[src/rtl/clb_cfg_pkg.sv]
// Shared state encoding and state-count constants for the block config loader.
package clb_cfg_pkg;

    localparam int unsigned CLB_NUM_STATES = 6;
    localparam int unsigned CLB_STATE_W    = $clog2(CLB_NUM_STATES);

    typedef enum logic [CLB_STATE_W-1:0] {
        ST_IDLE,
        ST_SHIFT,
        ST_SETUP,
        ST_STROBE,
        ST_HOLD,
        ST_DONE
    } clb_state_e;

endpackage

[src/rtl/block_config_loader_if.sv]
// Serial configuration stream: one bit per transfer, valid/ready handshake.
interface block_config_loader_if;

    logic cfg_bit;
    logic cfg_valid;
    logic cfg_ready;

    modport master (output cfg_bit, output cfg_valid, input cfg_ready);
    modport slave  (input cfg_bit, input cfg_valid, output cfg_ready);

endinterface

[src/rtl/cfg_shift_reg.sv]
// Serial-to-parallel shift register with a saturating bit counter.
// The counter restarts whenever clr is high, so each block begins at zero.
module cfg_shift_reg #(
    parameter int MEM_SIZE = 16
) (
    input  logic                clk,
    input  logic                rst,
    input  logic                clr,
    input  logic                shift_en,
    input  logic                bit_in,
    output logic [MEM_SIZE-1:0] sr,
    output logic                last
);

    localparam int CNT_W = $clog2(MEM_SIZE + 1);

    logic [MEM_SIZE-1:0] sr_q, sr_d;
    logic [CNT_W-1:0]    cnt_q, cnt_d;

    // Shift in one bit per transfer; counter holds at MEM_SIZE instead of wrapping.
    always_comb begin
        sr_d  = sr_q;
        cnt_d = cnt_q;
        if (clr) begin
            cnt_d = '0;
        end else if (shift_en && (cnt_q < CNT_W'(MEM_SIZE))) begin
            sr_d  = {sr_q[MEM_SIZE-2:0], bit_in};
            cnt_d = cnt_q + CNT_W'(1);
        end
    end

    // Register shift contents and bit count; reset clears both.
    always_ff @(posedge clk) begin
        if (rst) begin
            sr_q  <= '0;
            cnt_q <= '0;
        end else begin
            sr_q  <= sr_d;
            cnt_q <= cnt_d;
        end
    end

    assign sr   = sr_q;
    assign last = shift_en && !clr && (cnt_q == CNT_W'(MEM_SIZE - 1));

endmodule

[src/rtl/block_config_loader.sv]
// Sequences a serial config stream into NUM_BLOCKS latch blocks: shift a word,
// present it, pulse that block's latch enable, then move to the next block.
// config_in is the shift register itself, so it only moves on accepted bits.
module block_config_loader
    import clb_cfg_pkg::*;
#(
    parameter int NUM_BLOCKS = 4,
    parameter int MEM_SIZE   = 16,
    parameter int IDX_BITS   = $clog2(NUM_BLOCKS)
) (
    input  logic                  clk,
    input  logic                  rst,
    input  logic                  start,
    block_config_loader_if.slave  cfg,
    output logic [MEM_SIZE-1:0]   config_in,
    output logic [NUM_BLOCKS-1:0] comb_set,
    output logic                  busy,
    output logic                  done
);

    clb_state_e            state_q, state_d;
    logic [IDX_BITS-1:0]   idx_q, idx_d;
    logic [NUM_BLOCKS-1:0] comb_set_q, comb_set_d;
    logic                  ready;
    logic                  shift_en;
    logic                  word_last;

    assign ready    = (state_q == ST_SHIFT);
    assign shift_en = cfg.cfg_valid && ready;

    cfg_shift_reg #(
        .MEM_SIZE (MEM_SIZE)
    ) u_shift (
        .clk      (clk),
        .rst      (rst),
        .clr      (!ready),
        .shift_en (shift_en),
        .bit_in   (cfg.cfg_bit),
        .sr       (config_in),
        .last     (word_last)
    );

    // Next-state, block index and one-hot latch enable for the following cycle.
    always_comb begin
        state_d    = state_q;
        idx_d      = idx_q;
        comb_set_d = '0;
        case (state_q)
            ST_IDLE: begin
                if (start) begin
                    state_d = ST_SHIFT;
                    idx_d   = '0;
                end
            end
            ST_SHIFT: begin
                if (word_last) begin
                    state_d = ST_SETUP;
                end
            end
            ST_SETUP: begin
                state_d = ST_STROBE;
                for (int i = 0; i < NUM_BLOCKS; i++) begin
                    if (idx_q == IDX_BITS'(i)) begin
                        comb_set_d[i] = 1'b1;
                    end
                end
            end
            ST_STROBE: begin
                state_d = ST_HOLD;
            end
            ST_HOLD: begin
                if (idx_q == IDX_BITS'(NUM_BLOCKS - 1)) begin
                    state_d = ST_DONE;
                end else begin
                    idx_d   = idx_q + IDX_BITS'(1);
                    state_d = ST_SHIFT;
                end
            end
            ST_DONE: begin
                state_d = ST_IDLE;
            end
            default: begin
                state_d = ST_IDLE;
            end
        endcase
    end

    // State, index and latch-enable registers; reset drops comb_set immediately.
    always_ff @(posedge clk) begin
        if (rst) begin
            state_q    <= ST_IDLE;
            idx_q      <= '0;
            comb_set_q <= '0;
        end else begin
            state_q    <= state_d;
            idx_q      <= idx_d;
            comb_set_q <= comb_set_d;
        end
    end

    assign cfg.cfg_ready = ready;
    assign comb_set      = comb_set_q;
    assign busy          = (state_q != ST_IDLE);
    assign done          = (state_q == ST_DONE);

endmodule

[src/flat_wrapper.sv]
// flat-port wrapper written by rule: the top's interface ports become plain ports
module block_config_loader_flat import clb_cfg_pkg::*;
#(
    parameter int NUM_BLOCKS = 4,
    parameter int MEM_SIZE   = 16,
    parameter int IDX_BITS   = $clog2(NUM_BLOCKS)
)
  (clk, rst, start, config_in, comb_set, busy, done, cfg_cfg_bit, cfg_cfg_valid, cfg_cfg_ready);
  block_config_loader_if cfg_i ();
  input  logic clk;
  input  logic rst;
  input  logic start;
  output logic [MEM_SIZE-1:0] config_in;
  output logic [NUM_BLOCKS-1:0] comb_set;
  output logic busy;
  output logic done;
  input wire logic [$bits(cfg_i.cfg_bit)-1:0] cfg_cfg_bit;
  input wire logic [$bits(cfg_i.cfg_valid)-1:0] cfg_cfg_valid;
  output wire logic [$bits(cfg_i.cfg_ready)-1:0] cfg_cfg_ready;
  assign cfg_i.cfg_bit = cfg_cfg_bit;
  assign cfg_i.cfg_valid = cfg_cfg_valid;
  assign cfg_cfg_ready = cfg_i.cfg_ready;
  block_config_loader #(.NUM_BLOCKS(NUM_BLOCKS), .MEM_SIZE(MEM_SIZE), .IDX_BITS(IDX_BITS)) u_core (.clk(clk), .rst(rst), .start(start), .cfg(cfg_i), .config_in(config_in), .comb_set(comb_set), .busy(busy), .done(done));
endmodule
[config.mk]
export PLATFORM = sky130hd
export DESIGN_NAME = block_config_loader_flat
export DESIGN_NICKNAME = d
export VERILOG_FILES = /design/src/rtl/clb_cfg_pkg.sv /design/src/rtl/block_config_loader_if.sv /design/src/rtl/cfg_shift_reg.sv /design/src/rtl/block_config_loader.sv /design/src/flat_wrapper.sv
export SDC_FILE = /design/constraint.sdc
export NUM_CORES = 1
export LEC_CHECK = 0
export ABC_AREA = 1
export BUFFER_PORTS_ARGS = -buffer_cell sky130_fd_sc_hd__buf_4
export CAP_MARGIN = 20
export CORE_MARGIN = 5
export CORE_UTILIZATION = 60
export CTS_BUF_LIST = sky130_fd_sc_hd__clkbuf_8
export CTS_CLUSTER_DIAMETER = 40
export CTS_CLUSTER_SIZE = 8
export DETAILED_ROUTE_END_ITERATION = 6
export GPL_TIMING_DRIVEN = 0
export PLACE_DENSITY_LB_ADDON = 0.2
export REMOVE_ABC_BUFFERS = 1
export SLEW_MARGIN = 20
export SYNTH_ARGS = -nofsm -noshare
export SYNTH_HDL_FRONTEND = slang
export SYNTH_SLANG_ARGS = --single-unit
[constraint.sdc]
create_clock -name clk -period 1.9 [get_ports clk]
set_clock_uncertainty 0.1 [all_clocks]
set_input_delay 0.285 -clock clk [delete_from_list [all_inputs] [get_ports clk]]
set_output_delay 0.285 -clock clk [all_outputs]
set_load 0.02 [all_outputs]
==> run_results.csv <==
group,metric,value,unit
critical_path,crit_start,"u_core.u_shift.cnt_q[4]$_SDFFE_PP0P_",
clocking,cts_tree,"done",
die,fp.dieW,56.9,µm
flow_run,drv_cap,0,
final_layout,postLayoutCoreUtil,74.4,%
critical_path,cp_max_fo,23,
timing,slew_viol_final,0,
logic_synthesis,synth_top_area_cell,"dfxtp_1",
clocking,cts.path.max_buffers,2,
power,p_int,0.000976,W
global_routing,grt_overflow_total,0,
timing,fin_crit_sh,90.2,%
die,fp.dieH,56.9,µm
power,p_per_area,827,mW/mm²
clocking,cts_setup_buffers,0,
final_layout,syn_to_final_growth,21.1,%
route,drt_pre_antenna_iters,4,
final_layout,num_antenna_cells,0,
placed_design,dp_slack,0.00425,ns
timing,tightest_slew,0.725,ns
logic_synthesis,synth_cell_types,22,
global_routing,track_usage,17.5,%
die,coreArea,0.00215,mm²
route,avgViaCountPerCell,5.20,
global_routing,antenna_found_initial,0,
critical_path,crit_arrival,1.78,ns
critical_path,rr_worst_depth,4,
timing,relSlewSlack,51.6,%
clocking,cts_buffers,5,
route,postRouteAntennaNets,0,
global_routing,grt_pass1_vias,1108,
logic_synthesis,async_flop_share,0,%
min_path,min_path_type,"in2reg",
final_layout,drive_gt1_share,22.7,%
timing,period_minus_slack,1.71,ns
logic_synthesis,ys_warn_count,0,
route,wl_per_cell,11.6,µm
run_status,outcome,"finished clean",
critical_path,critPathKind,"reg2reg",
timing,setup_violations,0,
logic_synthesis,yosysTopAreaCellShare,45.5,%
clocking,clock_latency,0.28,ns
critical_path,r2r_start,"u_core.u_shift.cnt_q[4]$_SDFFE_PP0P_",
clocking,root_buffer,"clkbuf_8",
power,leakage,0.662,nW
power,ir_worst_vdd,551,µV
die,die_area,0.00324,mm²
logic_synthesis,ys_seq_area_share,45.5,%
critical_path,start_kind,"flip-flop",
global_routing,grt_first_pass_wirelength,4620,µm
clocking,clk_pin_slew_worst_paths,0.07,ns
die,floorplan.initialDensity,61.4,%
logic_synthesis,synth_seq_cells,30,
route,drc,0,
power,p_total,0.00132,W
route,first_iter_violations,27,
timing,max_freq,0.584,GHz
critical_path,endpoint_kind,"flip-flop",
clocking,htree_levels,2,
timing,setup_ws,0.187,ns
die,rows,17,
logic_synthesis,netlist_instances,167,
global_routing,grt_max_degree,24,
final_layout,nNetsFinal,204,
min_path,min_from,"cfg_cfg_bit",
placed_design,io_buffers,27,
logic_synthesis,synth_edf_count,0,
route,route.vias.total,1154,
critical_path,rrSetupSlack,0.19,ns
logic_synthesis,synthFlopType,"dfxtp_1",
power,switching_power,0.000347,W
logic_synthesis,synth_area_per_cell,7.90,µm²
timing,fin_setup_tns,0,ns
power,comb_power_share,11.1,%
placed_design,dp_hpwl,1780,µm
logic_synthesis,synth_area,0.00132,mm²
placed_design,place_congestion,0.837,
timing,hold_viol_final,0,
clocking,cts_sinks,30,
critical_path,cp_data_required_time,1.97,ns
power,power_frac_seq,49.3,%
power,clockPowerShare,39.6,%
die,io_pins,28,
logic_synthesis,synthTopCellsByArea,"dfxtp_1, nand2_1, a21oi_1, nand3_1, ha_1",
min_path,hold_depth,3,
route,routed_wirelength,2580,µm
power,sw_frac_of_total,26.2,%
timing,rsz0062_at_grt,"false",
==> worst max-delay path, cell delays in order, from the launching register on <==
cell     delay [ns]
dfxtp_1        0.30
inv_1          0.53
nand4_4        0.43
nand2_1        0.19
a21oi_2        0.06
==> layer usage <==
layer  global-route usage, %  vias up  wire length (µm)
met4                    6.95        0                19
met2                    29.4       31              1260
li1                        -      597                 -
met5                       0        -                 0
met3                    5.52        2               185
met1                    20.8      524              1120
==> power groups by stage <==
stage | Combinational (W) | Sequential, W | Clock (W)
after floorplan | 0.0000909 | 0.000666 | 0
after global placement | 0.000140 | 0.000665 | 0
after detailed placement | 0.000145 | 0.000666 | 0
after CTS | 0.000149 | 0.000652 | 0.000530
after global routing | 0.000164 | 0.000654 | 0.000561
final | 0.000147 | 0.000652 | 0.000524
==> layout make-up <==
type	instances	area [µm²]
flip-flops and latches	30	601
multi-input cells	111	597
fillers	154	549
repair buffers	27	203
clock buffers	6	82.6
inverters	18	68.8
well taps	28	35.0
clock inverters	2	12.5
==> metrics by stage <==
| stage | hold slack, ns | std cells | instance area (µm²) |
|---|---|---|---|
| floorplan | 0.247 | 159 | 1260 |
| global placement | 0.355 | 214 | 1500 |
| detailed placement | 0.364 | 214 | 1500 |
| CTS | 0.180 | 222 | 1600 |
| global route | 0.187 | 222 | 1600 |
| finish | 0.184 | 222 | 1600 |
==> logic make-up after synthesis <==
group,count (synthesis),share of synthesized area (%)
buffers and inverters,26,9.95
DFF,30,45.5
and+or+nand+nor,77,27.4
xor gates and xnor gates,1,0.664
AOI/OAI and AO/OA,27,10.8
adders and majority gates,6,5.69
==> registers in the layout, indices dropped and copies added, names as in the netlist <==
register              cells
u_core.state_q            3
u_core.idx_q              2
u_core.u_shift.cnt_q      5
u_core.comb_set           4
u_core.u_shift.sr        16
==> Yosys cell counts (2+ instances only) <==
library cell / n
inv_1: 16
clkbuf_1: 2
nand2_1: 34
nand3_1: 23
ha_1: 6
a21oi_1: 24
buf_6: 4
dfxtp_1: 30
nor3_1: 3
buf_2: 2
nand4_1: 3
a21oi_2: 2
nor2_1: 9
==> cells in the final DEF (no fill, tap or decap), drive strengths merged <==
master,netlist,layout
clkinv,1,2
dfxtp,30,30
clkbuf,2,6
nand3b,1,1
nor3,3,3
o21ai,1,1
a21oi,26,26
nand2,34,34
nand4,4,4
xor2,1,1
inv,17,17
buf,6,27
nand3,24,24
clkinvlp,0,1
ha,6,6
nor2,11,11
==> repair_timing <==
item	CTS	global route
setup endpoints to repair	12	0
resized for setup	1	0
hold buffers	0	0
endpoints found under the hold margin	0	0
==> worst paths after layout <==
check                                       endpoint
setup / recovery  u_core.u_shift.sr[14]$_SDFFE_PP0P_
hold / removal     u_core.u_shift.sr[0]$_SDFFE_PP0P_
setup reg to reg  u_core.u_shift.sr[14]$_SDFFE_PP0P_
hold reg to reg   u_core.u_shift.sr[15]$_SDFFE_PP0P_
(Power assumes the default switching activity.)
